**src/rtl/mips_multicycle_ctrl.sv**
```systemverilog
// Main control FSM for the multicycle MIPS datapath, with a bounded memory wait handshake.
// Optional bne support is enabled by defining MIPS_CTRL_BNE_EN.
module mips_multicycle_ctrl #(
  parameter int unsigned p_wait_max = 15
) (
  input  logic       clk,
  input  logic       reset,
  input  logic [5:0] op,
  input  logic       zero,
  input  logic       mem_ready,
  output logic       mem_req,
  output logic       pcen,
  output logic       irwrite,
  output logic       regwrite,
  output logic       memwrite,
  output logic       iord,
  output logic       memtoreg,
  output logic       regdst,
  output logic       alusrca,
  output logic [1:0] alusrcb,
  output logic [1:0] pcsrc,
  output logic [1:0] aluop,
  output logic       illegal,
  output logic       mem_err
);

  typedef enum logic [3:0] {
    FETCH, DECODE, MEMADR, MEMRD, MEMWB, MEMWR,
    EXECUTE, ALUWB, BRANCH, ADDIEXEC, ADDIWB, JUMP
  } state_t;

  localparam logic [5:0] OP_LW   = 6'b100011;
  localparam logic [5:0] OP_SW   = 6'b101011;
  localparam logic [5:0] OP_R    = 6'b000000;
  localparam logic [5:0] OP_BEQ  = 6'b000100;
  localparam logic [5:0] OP_ADDI = 6'b001000;
  localparam logic [5:0] OP_J    = 6'b000010;
`ifdef MIPS_CTRL_BNE_EN
  localparam logic [5:0] OP_BNE  = 6'b000101;
`endif
  localparam logic [7:0] WAIT_MAX = 8'(p_wait_max);

  state_t     state, next;
  logic [7:0] wait_cnt;
  logic       mem_state, timeout, illegal_d;
  logic       pcwrite, branch, taken;

  assign mem_state = (state == FETCH) || (state == MEMRD) || (state == MEMWR);
  assign timeout   = mem_state && !mem_ready && (wait_cnt == WAIT_MAX);

  always_comb begin
    next      = state;
    illegal_d = 1'b0;
    case (state)
      FETCH:    if (mem_ready) next = DECODE;
      DECODE: begin
        case (op)
          OP_LW, OP_SW: next = MEMADR;
          OP_R:         next = EXECUTE;
          OP_BEQ:       next = BRANCH;
`ifdef MIPS_CTRL_BNE_EN
          OP_BNE:       next = BRANCH;
`endif
          OP_ADDI:      next = ADDIEXEC;
          OP_J:         next = JUMP;
          default: begin
            next      = FETCH;
            illegal_d = 1'b1;
          end
        endcase
      end
      MEMADR:   next = (op == OP_SW) ? MEMWR : MEMRD;
      MEMRD:    if (mem_ready) next = MEMWB;
      MEMWB:    next = FETCH;
      MEMWR:    if (mem_ready) next = FETCH;
      EXECUTE:  next = ALUWB;
      ALUWB:    next = FETCH;
      BRANCH:   next = FETCH;
      ADDIEXEC: next = ADDIWB;
      ADDIWB:   next = FETCH;
      JUMP:     next = FETCH;
      default:  next = FETCH;
    endcase
    if (timeout) next = FETCH;
  end

`ifdef MIPS_CTRL_BNE_EN
  logic is_bne;
`endif

  // A timeout re-enters FETCH from FETCH, so it must clear the counter explicitly.
  always_ff @(posedge clk) begin
    if (reset) begin
      state    <= FETCH;
      wait_cnt <= '0;
      illegal  <= 1'b0;
      mem_err  <= 1'b0;
`ifdef MIPS_CTRL_BNE_EN
      is_bne   <= 1'b0;
`endif
    end else begin
      state   <= next;
      illegal <= illegal_d;
      mem_err <= timeout;
      if ((next != state) || timeout)
        wait_cnt <= '0;
      else if (mem_state && !mem_ready)
        wait_cnt <= wait_cnt + 8'd1;
`ifdef MIPS_CTRL_BNE_EN
      if (state == DECODE) is_bne <= (op == OP_BNE);
`endif
    end
  end

`ifdef MIPS_CTRL_BNE_EN
  assign taken = is_bne ? ~zero : zero;
`else
  assign taken = zero;
`endif

  logic req_s, irw_s, rw_s, mw_s;

  always_comb begin
    req_s    = 1'b0;
    irw_s    = 1'b0;
    rw_s     = 1'b0;
    mw_s     = 1'b0;
    pcwrite  = 1'b0;
    branch   = 1'b0;
    iord     = 1'b0;
    memtoreg = 1'b0;
    regdst   = 1'b0;
    alusrca  = 1'b0;
    alusrcb  = 2'b00;
    pcsrc    = 2'b00;
    aluop    = 2'b00;
    case (state)
      FETCH: begin
        req_s   = 1'b1;
        alusrcb = 2'b01;
        irw_s   = mem_ready;
        pcwrite = mem_ready;
      end
      DECODE:   alusrcb = 2'b11;
      MEMADR: begin
        alusrca = 1'b1;
        alusrcb = 2'b10;
      end
      MEMRD: begin
        req_s = 1'b1;
        iord  = 1'b1;
      end
      MEMWB: begin
        rw_s     = 1'b1;
        memtoreg = 1'b1;
      end
      MEMWR: begin
        req_s = 1'b1;
        iord  = 1'b1;
        mw_s  = mem_ready;
      end
      EXECUTE: begin
        alusrca = 1'b1;
        aluop   = 2'b10;
      end
      ALUWB: begin
        rw_s   = 1'b1;
        regdst = 1'b1;
      end
      BRANCH: begin
        alusrca = 1'b1;
        aluop   = 2'b01;
        pcsrc   = 2'b01;
        branch  = 1'b1;
      end
      ADDIEXEC: begin
        alusrca = 1'b1;
        alusrcb = 2'b10;
      end
      ADDIWB:   rw_s = 1'b1;
      JUMP: begin
        pcsrc   = 2'b10;
        pcwrite = 1'b1;
      end
      default: ;
    endcase
  end

  assign mem_req  = req_s & ~reset;
  assign irwrite  = irw_s & ~reset;
  assign regwrite = rw_s & ~reset;
  assign memwrite = mw_s & ~reset;
  assign pcen     = (pcwrite | (branch & taken)) & ~reset;

endmodule

```
**config.mk**
```make
export PLATFORM = sky130hd
export DESIGN_NAME = mips_multicycle_ctrl
export DESIGN_NICKNAME = d
export VERILOG_FILES = /design/src/rtl/mips_multicycle_ctrl.sv
export SDC_FILE = /design/constraint.sdc
export NUM_CORES = 1
export LEC_CHECK = 0
export ABC_AREA = 1
export BUFFER_PORTS_ARGS = -buffer_cell sky130_fd_sc_hd__clkbuf_2
export CAP_MARGIN = 10
export CELL_PAD_IN_SITES_DETAIL_PLACEMENT = 1
export CELL_PAD_IN_SITES_GLOBAL_PLACEMENT = 1
export CORE_MARGIN = 1.5
export CORE_UTILIZATION = 31
export CTS_CLUSTER_DIAMETER = 50
export DETAILED_ROUTE_END_ITERATION = 8
export PLACE_DENSITY_LB_ADDON = 0.1
export RECOVER_POWER = 50
export SETUP_SLACK_MARGIN = 0.4
export SLEW_MARGIN = 0
export SYNTH_ARGS = -nofsm -noshare
export SYNTH_HDL_FRONTEND = slang
export SYNTH_SLANG_ARGS = --single-unit
```
**constraint.sdc**
```tcl
create_clock -name clk -period 1.6 [get_ports clk]
set_clock_uncertainty 0.1 [all_clocks]
set_input_delay 0.16 -clock clk [delete_from_list [all_inputs] [get_ports clk]]
set_output_delay 0.16 -clock clk [all_outputs]
set_load 0.02 [all_outputs]
```
# Word-level counts from Yosys, hierarchy flattened
# Index checks and enable logic that the tools add are counted.
# Widths: inputs -> output; s select.
[totals]
wordCells = 70
out_inout_bits = 17
ff_bits = 14
[op_classes]
mux = 21
bitwise_logic = 9
n_addsub = 1
n_eq_ne = 18
n_reduce_logical = 17
[ops]
columns = ["operator", "count"]
rows = [
  ["$pmux 4 s7", 1],
  ["$pmux 4 s5", 1],
  ["$eq 4x3->1 const B", 4],
  ["$eq 4x4->1 const B", 4],
  ["$mux 4", 4],
  ["$eq 6x6->1 const B", 2],
  ["$mux 1", 10],
  ["$reduce_or 2->1", 5],
  ["$add 8x1->8 const B", 1],
  ["$eq 4x2->1 const B", 2],
  ["$eq 8x4->1 const B", 1],
  ["$pmux 2 s2", 2],
  ["$and 1x1->1", 6],
  ["$eq 6x2->1 const B", 1],
  ["$eq 6x3->1 const B", 1],
  ["$eq 6x4->1 const B", 1],
  ["$logic_not 6->1", 1],
  ["$pmux 2 s3", 1],
  ["$reduce_or 3->1", 2],
  ["$reduce_or 6->1", 1],
  ["$eq 4x1->1 const B", 1],
  ["$logic_not 4->1", 1],
  ["$ne 4x4->1", 1],
  ["$reduce_or 4->1", 1],
  ["other kinds (7)", 11],
]

# Longest topological paths before layout
# Gate-level depths: netlist of the first run.
[depth]
word_depth = 9
ltp_mapped = 12

# Least setup slack after synthesis of the first run
# No wires, ideal clock.
[synth_path]
path_type = "register to output"
from = "register state[3]"
to = "output pcen"
setup_slack_ns = -0.029
path_buffers = 0
stages_incl_launch_ff = 9
arrival_time_ns = 1.369
t_required_ns = 1.340
cell_sequence = "dfxtp_1 > inv_1 > nor2_1 > inv_1 > nor2_1 > nand2_1 > nand3b_1 > nand2_1 > inv_1"
[synth_via]
elab_chain_len = 5
elab_cells_between_ends = 8
classes_between = "eq/ne (2); mux (2); bitwise (3); reduce/logical (1)"
[synth_rtl]
columns = ["item", "line_no", "source"]
rows = [
  ["start, declared", "43", "state_t state, next;"],
  ["start signal, assigned", "102", "state <= next;"],
  ["$eq 4x4->1", "137", "case (state)"],
  ["$mux 1", "137", ""],
  ["$and 1x1->1", "193", "assign pcen = (pcwrite | (branch & taken)) & ~reset;"],
  ["$or 1x1->1 *", "193", ""],
  ["$and 1x1->1 *", "193", ""],
  ["end, declared", "12", "output logic pcen,"],
]
# Every way passes the cells marked *; elsewhere a longest branch is shown, timed or not.

# Worst setup path after layout of the first run
[layout_path]
from = "register state[0]"
to = "register wait_cnt[4]"
[layout_via]
elab_chain_len = 9
elab_cells_between_ends = 19
classes_between = "eq/ne (7); mux (5); reduce/logical (7)"
[layout_rtl]
columns = ["item", "line_no", "source"]
rows = [
  ["$eq 4x2->1 or $logic_not 4->1 (tied branches)", "48, 54", ""],
  ["$logic_or 1x1->1 (2 in a row)", "48", "assign mem_state = (state == FETCH) || (state == MEMRD) || (state == MEMWR);"],
  ["$logic_and 1x1->1", "49, 107", ""],
  ["$logic_and 1x1->1", "49", "assign timeout = mem_state && !mem_ready && (wait_cnt == WAIT_MAX);"],
  ["$mux 4", "84", "if (timeout) next = FETCH;"],
  ["$ne 4x4->1", "105", "if ((next != state) || timeout)"],
  ["$logic_or 1x1->1", "105", ""],
  ["$reduce_or 2->1 (no source line)", "n/a", ""],
  ["end signal, assigned", "108", "wait_cnt <= wait_cnt + 8'd1;"],
  ["end, declared", "44", "logic [7:0] wait_cnt;"],
]
# Several ways; a longest one is shown, not always the timed one.
# A chain may end at the register's enable or synchronous reset.

==> results of run 1 <==
-- state kept, by name, summed over array words and instances, names as in the netlist --
name	count
wait_cnt	8
state	4
illegal	1
mem_err	1
-- cell type report --
type,instances,area [µm²]
tap,44,55.1
sequential,14,297
multi-input combinational,128,896
clock buffer,4,26.3
inverter,28,120
timing repair buffer,60,534
fill,397,1200
-- per-layer routing --
layer / share of wire / vias up
li1: - / 658
met1: 0.39 / 729
met2: 0.54 / 53
met3: 0.044 / 13
met4: 0.025 / 0
met5: 0 / -
-- per-stage QoR --
step,instance area (µm²),hold WS (ps),setup slack (ps),utilization
2_1_floorplan,1140,353,138,-
3_3_place_gp,1440,359,-88.3,0.461
3_5_place_dp,1440,380,-173,0.461
4_1_cts,1710,123,-230,0.548
5_1_grt,1930,166,-477,0.616
6_report,1930,165,-378,0.616
-- timing repair --
item                                    4_1_cts  5_1_grt
buffers inserted                              8        9
pin swaps                                    11       18
gates resized for setup                      55       44
hold endpoints to repair                      0        0
endpoints found under the setup margin       28       29
-- report_power, final --
group          internal (mW)  switching (mW)  leakage (nW)  total, mW
Combinational          0.108           0.149         0.768      0.258
Sequential             0.350          0.0119         0.117      0.362
Clock                 0.0973           0.131        0.0150      0.229
Total                  0.556           0.293         0.900      0.848
-- kinds of logic after synthesis --
group,after synthesis,synth area share
compound gates,7,0.0398
xor+xnor,7,0.0591
simple gates,112,0.496
fa+ha+maj,1,0.0121
flops,14,0.270
mux,1,0.0109
buf+inv,30,0.112
-- critical path: cells and delay by family (launching register included) --
family / cells / cell delay [ps]
simple gates: 11 / 1300
flops: 1 / 440
buf+inv: 1 / 70
-- final timing paths --
check                                    to  slack, ps  cells past startpoint
worst min-delay path               state[3]        170                      2
worst max-delay path            wait_cnt[4]       -380                     12
worst max register to register  wait_cnt[4]       -380                     12
worst min register to register  wait_cnt[0]        470                      3
-- cell usage in the layout (no fill, tap or decap), drive strengths merged --
cell / count
clkbuf: 18
nor2: 45
o31ai: 1
o21ai: 2
nand2: 39
nor3: 3
a21oi: 2
or3: 1
xnor2: 2
inv: 28
ha: 1
and3: 1
nand3b: 1
mux2: 1
nand3: 21
a31oi: 1
buf: 46
xor2: 5
nand4: 1
dfxtp: 14
a211oi: 1
==> results.ini, run 1 <==
[sta]
min_period_over_period = 1.24
worstMarginPinSlew_ps = 375
drv_slew = 0
layout_setup_ws_ps = -378
finalSetupTns_ps = -4890
maxSlewHeadroom = 0.747
rsz0062_at_grt = yes
hold_viol = 0
finalCriticalPeriod_ps = 1980
finalSetupViolations = 21
timing.fmax_mhz = 506

[yosys]
ys_ff_latch = 14
netlist_area_um2 = 1040
syn_nets = 183
yosysTopAreaCellShare = 0.270
avgSynthCellArea_um2 = 6.03
yosysSeqAreaShare = 0.270
ys_warn_count = 0
yosysMostFrequentCell = nor2_1
netlist_instances = 172
synth.area.top_cells = dfxtp_1 (27%), nor2_1 (14%), nand2_1 (13%), inv_1 (9.8%), nand3_1 (8.7%)
async_flop_share = 0
synth-edff-count = 0
ys_types = 26
synth_top_area_cell = dfxtp_1
synth_ff_type = dfxtp_1
synth_common_cells = nor2_1 (40), nand2_1 (35), inv_1 (27)

[setup_path]
critPathRequiredTime_ps = 1730
crit_top_cell = nand2_1
critical_path_class = register to register
rr_startpoint = state[0]
crit_chain = inv_4 > nor2_4 > nand3_2 > nand2_1 > nor2_1 > nand2_1 > nand2_2 > nand2_1 > nand2_1 > nor2_2 > nand3_4 > nor2_1
cpMaxStageDelayCell = dfxtp_4
slowest_delay_ps = 440
crit_start = state[0]
cp.arrival_ps = 2110
worst-path-max-fanout = 8
cp-end-kind = register
startpoint_type = register

[global_routing]
grt_usage = 0.235
antenna_found_initial = 0
use_met2 = 0.461
grt_pass1_wl_um = 6330
grt_most_used_layer = met2
gr-total-overflow = 0
use_met1 = 0.255
grtUsageMet3 = 0.0490
grt_max_degree = 10
grt_pass1_vias = 1359

[drt]
ant_nets = 0
num_vias = 1453
post_drt_wl_per_cell_um = 19.2
drc = 0
via_per_inst = 5.23
drt-initial-drc-count = 27
dr.pass1.iters = 4
routed_wirelength_um = 5340

[pwr]
p_leak_nw = 0.900
peakVddDrop_mv = 0.436
pwr_density_cell_nw_per_um2 = 440
total_power_mw = 0.848

[floorplan]
dieHeight_um = 60.8
rows = 20
die-area_um2 = 3700
dieWidth_um = 60.8
core_area_um2 = 3130
io_pins = 27
initial_core_util = 0.332

[cts]
cts_tree = yes
cts_buffers = 3
clkLatencyLatePin_ps = 300
postCtsHoldBufs = 0
cts.htree.levels = 1
root_buffer = clkbuf_4
cts_sinks = 14
clk_pin_slew_ps = 90
clock_path_buffers = 2

[layout]
fin_cells = 278
drive_gt1_frac = 0.564
area_growth_pct = 85.9
n_antenna_cell = 0
num-nets-final = 246

[worst_hold_path]
hp-start = reset
hp-class = input port to register

[place]
placed_cells = 257
gp_congestion = 0.854
io_buffer_count = 26
dp_hpwl_um = 2720

[run]
cap_violations = 0

[run_status]
status = complete, but fails checks
violations = setup timing

No activity file was read; power rests on OpenSTA's default activity.
==> run 2, diff against run 1 <==
- ABC_AREA: 1 -> default
- ABC_CLOCK_PERIOD_IN_PS: default -> 1600
- CORE_UTILIZATION: 31 -> 35
==> run 2 against run 1 <==
The flow now stops in global routing. Synthesized cell count decreased by 5.2%. Area after synthesis increased by 21%.
==> results.ini, run 2 <==
[run_status]
status = stopped before the end
failed_stage = global routing
toolErrorMsg = [ERROR DPL-0033] detailed placement checks failed during check placement.

[yosys]
synth.area.top_cells = dfxtp_1 (22%), nor4_1 (5.5%), a211oi_1 (4.8%), nor3_1 (4.4%), nor2_1 (4.2%)
yosysTopAreaCellShare = 0.224  ; -0.0462
synth_top_area_cell = dfxtp_1
avgSynthCellArea_um2 = 7.68  ; +27%
ys_ff_latch = 14  ; unchanged
async_flop_share = 0  ; unchanged
syn_nets = 174  ; -4.9%
synth-edff-count = 0  ; unchanged
netlist_instances = 163  ; -5.2%
ys_types = 46  ; +77%
yosysSeqAreaShare = 0.224  ; -0.0462
netlist_area_um2 = 1250  ; +21%
synth_ff_type = dfxtp_1
ys_warn_count = 0  ; unchanged
synth_common_cells = dfxtp_1 (14), nor2_1 (14), nor3_1 (11), nor4_1 (11), o21ai_0 (10)

[floorplan]
rows = 21  ; +5.0%
io_pins = 27  ; unchanged
initial_core_util = 0.369  ; +0.0375
dieWidth_um = 62.8  ; +3.2%
dieHeight_um = 62.8  ; +3.2%

[cts]
clock_path_buffers = 2  ; unchanged
postCtsHoldBufs = 0  ; unchanged
root_buffer = clkbuf_4
cts.htree.levels = 1  ; unchanged
cts_buffers = 3  ; unchanged
cts_sinks = 14  ; unchanged

[global_routing]
antenna_found_initial = 0
grt_max_degree = 17

[place]
dp_hpwl_um = 3730  ; +37%
io_buffer_count = 26  ; unchanged
gp_congestion = 0.817  ; -4.3%

[sta]
worstEpCategory = register data pin
worstEndpointGrtRepair = wait_cnt[0]$_SDFFE_PP0P_/D

==> run 2: timing repair <==
action                                  in CTS
resized for setup                           66
pin swaps                                   10
endpoints found under the setup margin      29
setup buffers                                6
==> run 2: kinds of logic after synthesis <==
kind of cell / synth area share
buf+inv: 0.0790
fa+ha+maj: 0.0100
flops: 0.224
xor+xnor: 0.0350
compound gates: 0.287
simple gates: 0.357
mux: 0.00800
==> run 2: through the flow <==
step	setup slack, ps	cell area [µm²]	TNS, ps	hold slack (ps)	std cells
floorplan	-212	1450	-1890	239	163
global placement	-324	1850	-3300	432	267
detailed placement	-419	1850	-4500	432	267
CTS	-307	2190	-4110	138	277
==> run 3, diff against run 2 <==
- ABC_CLOCK_PERIOD_IN_PS: 1600 -> 2100
- CELL_PAD_IN_SITES_DETAIL_PLACEMENT: 1 -> default
- CELL_PAD_IN_SITES_GLOBAL_PLACEMENT: 1 -> default
- CORE_AREA: default -> 2 2 63 65
- CORE_MARGIN: 1.5 -> default
- CORE_UTILIZATION: 35 -> default
- CTS_CLUSTER_DIAMETER: 50 -> default
- DIE_AREA: default -> 0 0 65 67
- PLACE_DENSITY_LB_ADDON: 0.1 -> 0.15
- SETUP_SLACK_MARGIN: 0.4 -> default
- clock period: 1.6 -> 2.1 ns (I/O delays scaled with it)
==> run 3 against run 2 <==
The run now ends clean. Synthesized cell count unchanged. Area after synthesis unchanged.
==> results.ini, run 3 <==
[cts]
root_buffer = clkbuf_8
clk_pin_slew_ps = 70
cts_tree = yes
clock_path_buffers = 2  ; unchanged
cts_sinks = 14  ; unchanged
clkLatencyLatePin_ps = 250
cts.htree.levels = 1  ; unchanged
postCtsHoldBufs = 0  ; unchanged
cts_buffers = 3  ; unchanged

[pwr]
pwr_density_cell_nw_per_um2 = 454
total_power_mw = 0.694
p_leak_nw = 0.588
peakVddDrop_mv = 0.280

[sta]
finalCriticalPeriod_ps = 1970
rsz0062_at_grt = no
drv_slew = 0
hold_viol = 0
timing.fmax_mhz = 507
min_period_over_period = 0.940
finalSetupTns_ps = 0
maxSlewHeadroom = 0.656
finalSetupViolations = 0
worstMarginPinSlew_ps = 511

[setup_path]
cp-end-kind = register
critPathRequiredTime_ps = 2120
startpoint_type = register
worst-path-max-fanout = 8
critical_path_class = register to register
cp.arrival_ps = 2000

[drt]
routed-wl-met3_um = 215
post_drt_wl_per_cell_um = 14.5
top_layer = met4
drc = 0
ant_nets = 0
drt-initial-drc-count = 63
num_vias = 1370
m1WireLength_um = 1670
via_per_inst = 5.64
routed_wirelength_um = 3530
dr.pass1.iters = 4
dr_wl_met2_um = 1610

[layout]
num-nets-final = 207
area_growth_pct = 22.2
fin_area_um2 = 1530
reg_top3 = wait_cnt (8), state (4)
n_antenna_cell = 0
layout_common_cells = clkbuf_2 (18), nor2_1 (14), buf_4 (14)
drive_gt1_frac = 0.251
final_util = 0.424
largest-register = wait_cnt
largest_register_ffs = 8
final_common_cell = clkbuf_2

[run]
cap_violations = 0

[place]
gp_congestion = 0.855  ; +4.6%
dp_hpwl_um = 2500  ; -33%
io_buffer_count = 26  ; unchanged
place_area_um2 = 1460  ; -21%

[yosys]
synth_compound_area_frac = 0.287  ; unchanged
synth_ff_type = dfxtp_1
ys_warn_count = 0  ; unchanged
synth.area.top_cells = dfxtp_1 (22%), nor4_1 (5.5%), a211oi_1 (4.8%), nor3_1 (4.4%), nor2_1 (4.2%)
synth_top_family_by_area = simple AND/OR/NAND/NOR gates
muxShareOfSynthArea = 0.00800  ; unchanged
yosysTopAreaCellShare = 0.224  ; unchanged
synth_top_area_cell = dfxtp_1
netlist_instances = 163  ; unchanged
synth_common_cells = dfxtp_1 (14), nor2_1 (14), nor3_1 (11), nor4_1 (11), o21ai_0 (10)
avgSynthCellArea_um2 = 7.68  ; unchanged
synth_fa_ha_area_frac = 0.0100  ; unchanged
syn_nets = 174  ; unchanged
ys_types = 46  ; unchanged
synth-simple-area-share = 0.357  ; unchanged
synth-edff-count = 0  ; unchanged
synth_xor_area_frac = 0.0350  ; unchanged
yosysSeqAreaShare = 0.224  ; unchanged
netlist_area_um2 = 1250  ; unchanged
ys_ff_latch = 14  ; unchanged
async_flop_share = 0  ; unchanged

[floorplan]
core_area_um2 = 3610
dieWidth_um = 65  ; +3.5%
die-area_um2 = 4360
rows = 22  ; +4.8%
dieHeight_um = 67  ; +6.7%
io_pins = 27  ; unchanged
initial_core_util = 0.347  ; -0.0222

[global_routing]
grt_pass1_wl_um = 6040
grt_max_degree = 17
antenna_found_initial = 0
grt_usage = 0.178
grt_pass1_vias = 1293
gr-total-overflow = 0

[run_status]
status = complete, no violations

[worst_hold_path]
hp-class = input port to register

run 3: cell counts after synthesis:
No cell type changed its count.
run 3: layer usage:
metal / vias to the layer above / GRT usage
met5: - / 0
met2: 43 / 0.282
met4: 0 / 0.0559
li1: 679 / -
met1: 643 / 0.243
met3: 5 / 0.0321
run 3: cell families after synthesis:
family | Yosys count
muxes | 1
adders and majority gates | 1
and+or+nand+nor | 77
buffers and inverters | 18
DFF | 14
AOI/OAI and AO/OA | 47
xor gates and xnor gates | 5
run 3: layout make-up:
type,instances,area [µm²]
timing repair buffer,42,240
tap,48,60.1
multi-input combinational,131,876
inverter,4,15.0
fill,382,2080
clock buffer,4,55.1
sequential,14,283
run 3: where the power goes:
group | internal, mW | switching [mW] | total [mW]
combinational | 0.0540 | 0.0836 | 0.138
clock | 0.167 | 0.113 | 0.279
sequential | 0.270 | 0.00668 | 0.277
total | 0.491 | 0.203 | 0.694
run 3: final timing paths:
kind              cells after the start         from  slack, ps          end
setup / recovery                      6  wait_cnt[0]        130  wait_cnt[7]
hold / removal                        2        reset        250      mem_err
setup reg to reg                      6  wait_cnt[0]        130  wait_cnt[7]
hold reg to reg                       2     state[3]        480     state[3]
run 3: stage by stage:
step,std cells,setup slack (ps),hold WS [ps]
floorplan,163,43.3,289
global placement,236,119,457
detailed placement,236,60.7,466
CTS,240,56.4,236
global route,243,18.7,253
finish,243,126,247
run 3: critical path, stage by stage, from the launching register on:
cell and delay [ps]:
dfxtp_1 400, ha_1 250, nand4_1 160, or3b_1 490
buf_4 200, nand4b_4 150, a211oi_1 90
run 3: timing repair:
action	4_1_cts	5_1_grt
resized for setup	0	4
buffers inserted	0	3
endpoints found under the setup margin	0	9
==> run 4, diff against run 3 <==
- PLACE_DENSITY_LB_ADDON: 0.15 -> default
==> run 4 against run 3 <==
Final cell count down 1.6%. Wire length shrank 9.3%. Combinational power is 5% lower. Worst hold slack better by 2.1 ps. Register-to-register slack improved by 30 ps. Sequential cell count stayed put. Critical endpoint is now regwrite. Setup slack better by 32 ps. Fmax grew 1.7%. Global-route usage fell by 2.1 points. Clock-buffer cell count decreased by 1. Highest routed layer unchanged. Die area is the same.
==> results.ini, run 4 (synthesized netlist as in run 3, its figures left out) <==
[run_status]
status = complete, no violations

[global_routing]
grt_usage = 0.157  ; -0.0208
gr-total-overflow = 0  ; unchanged
grt_pass1_vias = 1187  ; -8.2%
grt_max_degree = 17  ; unchanged
grt_pass1_wl_um = 5410  ; -11%
antenna_found_initial = 0  ; unchanged

[layout]
largest_register_ffs = 8  ; unchanged
area_growth_pct = 20.1
n_antenna_cell = 0  ; unchanged
layout_common_cells = clkbuf_2 (18), nor2_1 (14), buf_4 (12)
drive_gt1_frac = 0.257  ; +0.00526
final_common_cell = clkbuf_2
reg_top3 = wait_cnt (8), state (4)
num-nets-final = 204  ; -1.4%
largest-register = wait_cnt

[setup_path]
critPathRequiredTime_ps = 1790  ; -330 ps
startpoint_type = register
cp-end-kind = primary output
rr_startpoint = state[2]
critical_path_class = register to primary output
worst-path-max-fanout = 16  ; +8
r2r-end = wait_cnt[0]
crit_start = state[3]
ff2ff_setup_slack_ps = 160  ; +30 ps
cp.arrival_ps = 1630  ; -370 ps
ff2ff_path_depth = 6  ; unchanged

[floorplan]
dieWidth_um = 65  ; unchanged
initial_core_util = 0.347  ; unchanged
die-area_um2 = 4360  ; unchanged
dieHeight_um = 67  ; unchanged
io_pins = 27  ; unchanged
rows = 22  ; unchanged
core_area_um2 = 3610  ; unchanged

[worst_hold_path]
hp-start = reset
min_to = state[1]
hp-class = input port to register
holdPathStages = 2  ; unchanged

[cts]
cts.htree.levels = 1  ; unchanged
clk_pin_slew_ps = 60  ; about the same
cts_sinks = 14  ; unchanged
cts_tree = yes
clock_path_buffers = 2  ; unchanged
clkLatencyLatePin_ps = 240  ; about the same
cts_buffers = 3  ; unchanged
post_cts_buffers = 0  ; unchanged
root_buffer = clkbuf_8

[drt]
num_vias = 1315  ; -4.0%
via_per_inst = 5.50  ; -2.4%
drt-initial-drc-count = 127  ; +100%
dr.pass1.iters = 4  ; unchanged
drc = 0  ; unchanged
ant_nets = 0  ; unchanged
post_drt_wl_per_cell_um = 13.4  ; -7.8%
routed_wirelength_um = 3200  ; -9.3%

[pwr]
p_leak_nw = 0.570  ; -3.1%
peakVddDrop_mv = 0.153  ; -45%
total_power_mw = 0.625  ; -10%
pwr_density_cell_nw_per_um2 = 416  ; -8.4%

[sta]
worstMarginPinSlew_ps = 410  ; -101 ps
hold_viol = 0  ; unchanged
timing.fmax_mhz = 515  ; +1.7%
finalCriticalPeriod_ps = 1940  ; -32.1 ps
fin_hold_ws_ps = 249  ; +2.13 ps
rsz0062_at_grt = no
drv_slew = 0  ; unchanged
finalSetupTns_ps = 0  ; unchanged
finalSetupViolations = 0  ; unchanged
maxSlewHeadroom = 0.726  ; +0.0704
min_period_over_period = 0.925  ; -0.0153

[place]
gp_congestion = 0.851  ; -0.49%
io_buffer_count = 26  ; unchanged
dp_hpwl_um = 2330  ; -6.8%

[run]
cap_violations = 0  ; unchanged

## run 4: cell types whose count changed in the layout (fill, tap and decap cells not counted), sizes merged
| cell | delta |
|---|---|
| buf | -2 |
| clkbuf | -2 |
## run 4: how the worst max path moves through the flow
stage | slack [ps] | to
CTS | 60 | wait_cnt[0]
global route | 30 | regwrite
floorplan | 40 | regwrite
global placement | 50 | wait_cnt[0]
detailed placement | 80 | wait_cnt[0]
finish | 160 | regwrite
## run 4: where the power goes
part           internal (mW)  total, mW  switching (mW)
combinational         0.0496      0.131          0.0818
clock                  0.127      0.217          0.0907
sequential             0.271      0.276         0.00522
total                  0.447      0.625           0.178
## run 4: stage by stage
stage / instances / util / instance area (µm²) / setup slack [ps]
detailed placement: 236 / 0.404 / 1460 / 78.8
global route: 239 / 0.417 / 1500 / 34.9
finish: 239 / 0.417 / 1500 / 158
global placement: 236 / 0.404 / 1460 / 52.8
floorplan: 163 / - / 1250 / 43.3
CTS: 239 / 0.415 / 1500 / 57.8
## run 4: area by class of cell
cell class              count  area, µm²
clock buffers               3       41.3
flip-flops and latches     14        284
fillers                   385       2100
inverters                   4       15.0
well taps                  48       60.1
multi-input cells         131        881
repair buffers             39        221
## run 4: repair_timing
item                                    in CTS  in global routing
hold buffers                                 0                  0
endpoints found under the setup margin       0                 10
resized for setup                            0                  7
## run 4: per-layer routing
metal | track usage | wire (µm)
met1 | 0.228 | 1660
met2 | 0.244 | 1430
met3 | 0.0203 | 99
met4 | 0.0399 | 8
met5 | 0 | 0
## run 4: critical path, stage by stage (launching register included)
cell and delay [ps]:
dfxtp_1 460, buf_6 210, nand2b_1 90, buf_4 150, o21ai_0 140, a21oi_1 80, nor2_1 90, clkbuf_2 170
